### src/rtl/fsm_input_conditioner.sv
// Input front-end for the control FSM: synchronises raw_in, debounces it into in_clean,
// and reports registered edge pulses plus a saturating count of rejected glitches.
module fsm_input_conditioner #(
    parameter int SYNC_STAGES     = 2,
    parameter int DEBOUNCE_CYCLES = 4,
    parameter int CNT_W           = 4,
    parameter int GLITCH_W        = 8
) (
    input  logic                clk,
    input  logic                reset_n,
    input  logic                raw_in,
    input  logic                enable,
    input  logic                glitch_clr,
    output logic                in_clean,
    output logic                rise_pulse,
    output logic                fall_pulse,
    output logic                busy,
    output logic [GLITCH_W-1:0] glitch_cnt
);

    typedef enum logic {
        ST_STABLE   = 1'b0,
        ST_CHANGING = 1'b1
    } state_t;

    localparam logic [CNT_W-1:0] LAST_CNT = CNT_W'(DEBOUNCE_CYCLES - 1);

    state_t                 state_q, state_d;
    logic [SYNC_STAGES-1:0] sync_q, sync_d;
    logic [CNT_W-1:0]       cnt_q, cnt_d;
    logic                   in_clean_q, in_clean_d;
    logic                   rise_q, rise_d;
    logic                   fall_q, fall_d;
    logic [GLITCH_W-1:0]    glitch_q, glitch_d;
    logic                   sync_out;
    logic                   accept;
    logic                   glitch_inc;

    assign sync_out = sync_q[SYNC_STAGES-1];
    assign sync_d   = {sync_q[SYNC_STAGES-2:0], raw_in};

    // NOTE: every signal written here gets a default first so no latch is inferred.
    always_comb begin
        state_d    = state_q;
        cnt_d      = cnt_q;
        accept     = 1'b0;
        glitch_inc = 1'b0;
        if (!enable) begin
            state_d = ST_STABLE;
            cnt_d   = '0;
        end else begin
            case (state_q)
                ST_STABLE: begin
                    if (sync_out != in_clean_q) begin
                        if (DEBOUNCE_CYCLES == 1) begin
                            accept = 1'b1;
                        end else begin
                            state_d = ST_CHANGING;
                            cnt_d   = CNT_W'(1);
                        end
                    end
                end
                ST_CHANGING: begin
                    if (sync_out == in_clean_q) begin
                        glitch_inc = 1'b1;
                        state_d    = ST_STABLE;
                        cnt_d      = '0;
                    end else if (cnt_q == LAST_CNT) begin
                        accept  = 1'b1;
                        state_d = ST_STABLE;
                        cnt_d   = '0;
                    end else begin
                        cnt_d = cnt_q + CNT_W'(1);
                    end
                end
                default: begin
                    state_d = ST_STABLE;
                    cnt_d   = '0;
                end
            endcase
        end
    end

    always_comb begin
        in_clean_d = accept ? sync_out : in_clean_q;
        rise_d     = accept & sync_out;
        fall_d     = accept & ~sync_out;
        glitch_d   = glitch_q;
        // Clear takes priority over a reject landing on the same edge.
        if (glitch_clr) begin
            glitch_d = '0;
        end else if (glitch_inc && (glitch_q != '1)) begin
            glitch_d = glitch_q + GLITCH_W'(1);
        end
    end

    // NOTE: sequential state uses non-blocking assignments so all flops update together.
    always_ff @(posedge clk or negedge reset_n) begin
        if (!reset_n) begin
            sync_q     <= '0;
            state_q    <= ST_STABLE;
            cnt_q      <= '0;
            in_clean_q <= 1'b0;
            rise_q     <= 1'b0;
            fall_q     <= 1'b0;
            glitch_q   <= '0;
        end else begin
            sync_q     <= sync_d;
            state_q    <= state_d;
            cnt_q      <= cnt_d;
            in_clean_q <= in_clean_d;
            rise_q     <= rise_d;
            fall_q     <= fall_d;
            glitch_q   <= glitch_d;
        end
    end

    assign in_clean   = in_clean_q;
    assign rise_pulse = rise_q;
    assign fall_pulse = fall_q;
    assign busy       = (state_q == ST_CHANGING);
    assign glitch_cnt = glitch_q;

endmodule
### config.mk
export PLATFORM = sky130hd
export DESIGN_NAME = fsm_input_conditioner
export DESIGN_NICKNAME = d
export VERILOG_FILES = /design/src/rtl/fsm_input_conditioner.sv
export SDC_FILE = /design/constraint.sdc
export NUM_CORES = 1
export LEC_CHECK = 0
export CAP_MARGIN = 5
export CORE_MARGIN = 5
export CORE_UTILIZATION = 50
export CTS_CLUSTER_DIAMETER = 30
export DETAILED_ROUTE_END_ITERATION = 8
export HOLD_SLACK_MARGIN = 0.1
export PLACE_DENSITY = 0.77
export SLEW_MARGIN = 30
export SYNTH_ARGS = -nofsm -noshare
export SYNTH_HDL_FRONTEND = slang
export SYNTH_SLANG_ARGS = --single-unit
### constraint.sdc
create_clock -name clk -period 2.51 [get_ports clk]
set_clock_uncertainty 0.1 [all_clocks]
set_input_delay 0.3765 -clock clk [delete_from_list [all_inputs] [get_ports clk]]
set_output_delay 0.3765 -clock clk [all_outputs]
set_load 0.02 [all_outputs]
==> flow_summary.json <==
{
  "status": "complete, no violations",
  "r2r_slack_ps": 620,
  "worstSetupPathType": "reg -> out",
  "grt_pass1_vias": 730,
  "antenna-diode-count": 0,
  "avgSynthCellArea_um2": 10.1,
  "cp_slowest_stage_delay_ps": 670,
  "synth_top_area_share_pct": 50.6,
  "crit_start": "busy$_DFF_PN0_",
  "worst_path_max_delay_cell": "clkdlybuf4s50_1",
  "cpLargestDelayFamily": "buffers and inverters",
  "hold_violations": 0,
  "antenna_found_initial": 0,
  "synth-warning-count": 0,
  "initialDrtViolationCount": 26,
  "rsz0062_at_grt": "false",
  "core-area_mm2": 0.00171,
  "layout-drive-gt1-share_pct": 7.55,
  "max-cap-violations": 0,
  "post_cts_resized": 0,
  "syn_inst": 88,
  "end_kind": "output port",
  "synth_compound_area_share_pct": 12.6,
  "gp_congestion": 0.772,
  "fin_crit_ps": 1960,
  "final_max_slew_viol_count": 0,
  "yosys.area_share.simple_pct": 24.4,
  "place.detailed.hpwl_um": 1360,
  "syn_nets": 95,
  "pin_count": 17,
  "die_w_um": 52.2,
  "avgViaCountPerCell": 5.61,
  "power_density_mw_per_mm2": 466,
  "cts_tree": "yes",
  "cts_max_level": 1,
  "dieArea_mm2": 0.00273,
  "num_vias": 735,
  "clk_latency_ps": 290,
  "synth_edf_count": 0,
  "peakVddDrop_mv": 0.353,
  "worstPathArrival_ps": 1480,
  "drt_first_pass_iters": 4,
  "fp-row-count": 15,
  "synth.cell_area_um2": 891,
  "critPathLaunchType": "flop",
  "cts_sinks": 18,
  "worstPathCellList": "clkdlybuf4s50_1",
  "initial_core_util_pct": 52.2,
  "path_clk_slew_ps": 100,
  "drcViolationCount": 0,
  "relSlewSlack_pct": 46.6,
  "area_growth_pct": 24.6,
  "synth_xor_area_share_pct": 2.95,
  "ys_ff_latch": 18,
  "grt_pass1_wl_um": 3180,
  "layout.nets": 114,
  "power.leakage_nw": 0.459,
  "synth_top_family_by_area": "simple AND/OR/NAND/NOR gates",
  "synth_area_leaders": "dfrtp_1 51%, nand2_1 3.8%, nor2_1 3.8%",
  "place_ws_ps": 342,
  "cts_buffer_depth": 2,
  "grt_max_degree": 19,
  "cts_buffers": 3,
  "synth-async-reset-ratio_pct": 100,
  "tightest_slew_ps": 798,
  "synthFlopType": "dfrtp_1",
  "clockRootBuffer": "clkbuf_4",
  "fmax_mhz": 511,
  "hold_path_startpoint": "sync_q[0]$_DFF_PN0_",
  "final.period_utilization_pct": 78.0,
  "finalWirelength_um": 1890,
  "required_ps": 2030,
  "chipHeight_um": 52.2,
  "synthAdderAreaFrac_pct": 2.81,
  "cts_setup_buffers": 0,
  "synth_seq_area_share_pct": 50.6,
  "yosysUniqueCellTypes": 30,
  "timing.final.ws_setup_ps": 552,
  "synth_top_cell_by_area": "dfrtp_1",
  "tns_ps": 0,
  "setup_viol_count_final": 0,
  "hold_class": "reg -> reg",
  "ant_nets": 0,
  "synth.mux.area_fraction_pct": 3.51,
  "synth.most_common_cell": "dfrtp_1",
  "timing.rr.start": "glitch_cnt[0]$_DFFE_PN0P_",
  "crit_fanout": 10,
  "grt.overflow.total": 0,
  "wl_per_cell_um": 14.5,
  "track_usage_pct": 15.6,
  "cts_hold_buffers": 0,
  "place.port_buffers": 16,
  "fillCellCount": 134,
  "synth_commonest_cells": "18 x dfrtp_1, 9 x nand2_1, 9 x nor2_1",
  "path_buf_inv": 1
}
==> final timing paths <==
check | to | depth (start not counted)
worst max-delay path | busy | 1
worst min-delay path | sync_q[1]$_DFF_PN0_ | 0
worst max register to register | glitch_cnt[1]$_DFFE_PN0P_ | 5
worst min register to register | sync_q[1]$_DFF_PN0_ | 0
max in group asynchronous | glitch_cnt[4]$_DFFE_PN0P_ | 1
min in group asynchronous | busy$_DFF_PN0_ | 1
==> power by group <==
group          switching, W  leakage (nW)  internal, W  total [W]
Combinational     0.0000225         0.194    0.0000161  0.0000387
Clock             0.0000894        0.0210    0.0000884   0.000178
Sequential       0.00000633         0.244     0.000295   0.000301
Total              0.000118         0.459     0.000399   0.000518
==> flip-flops by register name (all words and copies together), names as in the netlist <==
signal / cells
busy: 1
cnt_q: 4
fall_pulse: 1
glitch_cnt: 8
in_clean: 1
rise_pulse: 1
sync_q: 2
==> kinds of logic after synthesis <==
family,Yosys count
XOR/XNOR,3
multiplexers,3
AND/OR/NAND/NOR,41
AO/OA/AOI/OAI,15
flip-flops,18
buffers and inverters,6
adder cells (fa/ha/maj),2
==> through the flow <==
step                      utilization [%]  instance area, µm²  hold slack (ps)  power (W)  cells
after floorplan                         -                 891            -19.1   0.000325     88
after detailed placement             62.9                1070              238   0.000346    127
final                                65.0                1110              260   0.000518    131
after global placement               62.9                1070              233   0.000344    127
after CTS                            65.0                1110              262   0.000520    131
after global routing                 65.0                1110              282   0.000539    131
==> routing by layer <==
metal	GRT usage (%)	wire (µm)	vias to the layer above
li1	-	-	354
met2	28.2	961	25
met3	4.56	130	5
met4	3.83	22	0
met1	18.0	779	351
met5	0	0	-
==> layout make-up <==
cell class	instances	area (µm²)	share of cell area [%]
timing repair buffer	17	168	15.1
multi-input combinational	64	413	37.2
clock buffer	4	36.3	3.27
tap	25	31.3	2.82
inverter	3	11.3	1.01
sequential	18	450	40.6
==> cell usage in the layout (no fill, tap or decap), types with 4 or more instances in the layout <==
cell,netlist,routed
a211oi_1,4,4
nor2b_1,5,5
clkdlybuf4s50_1,0,16
nor3b_1,4,4
nor2_1,9,9
dfrtp_1,18,18
nand2_1,9,9
(Power assumes the default switching activity.)
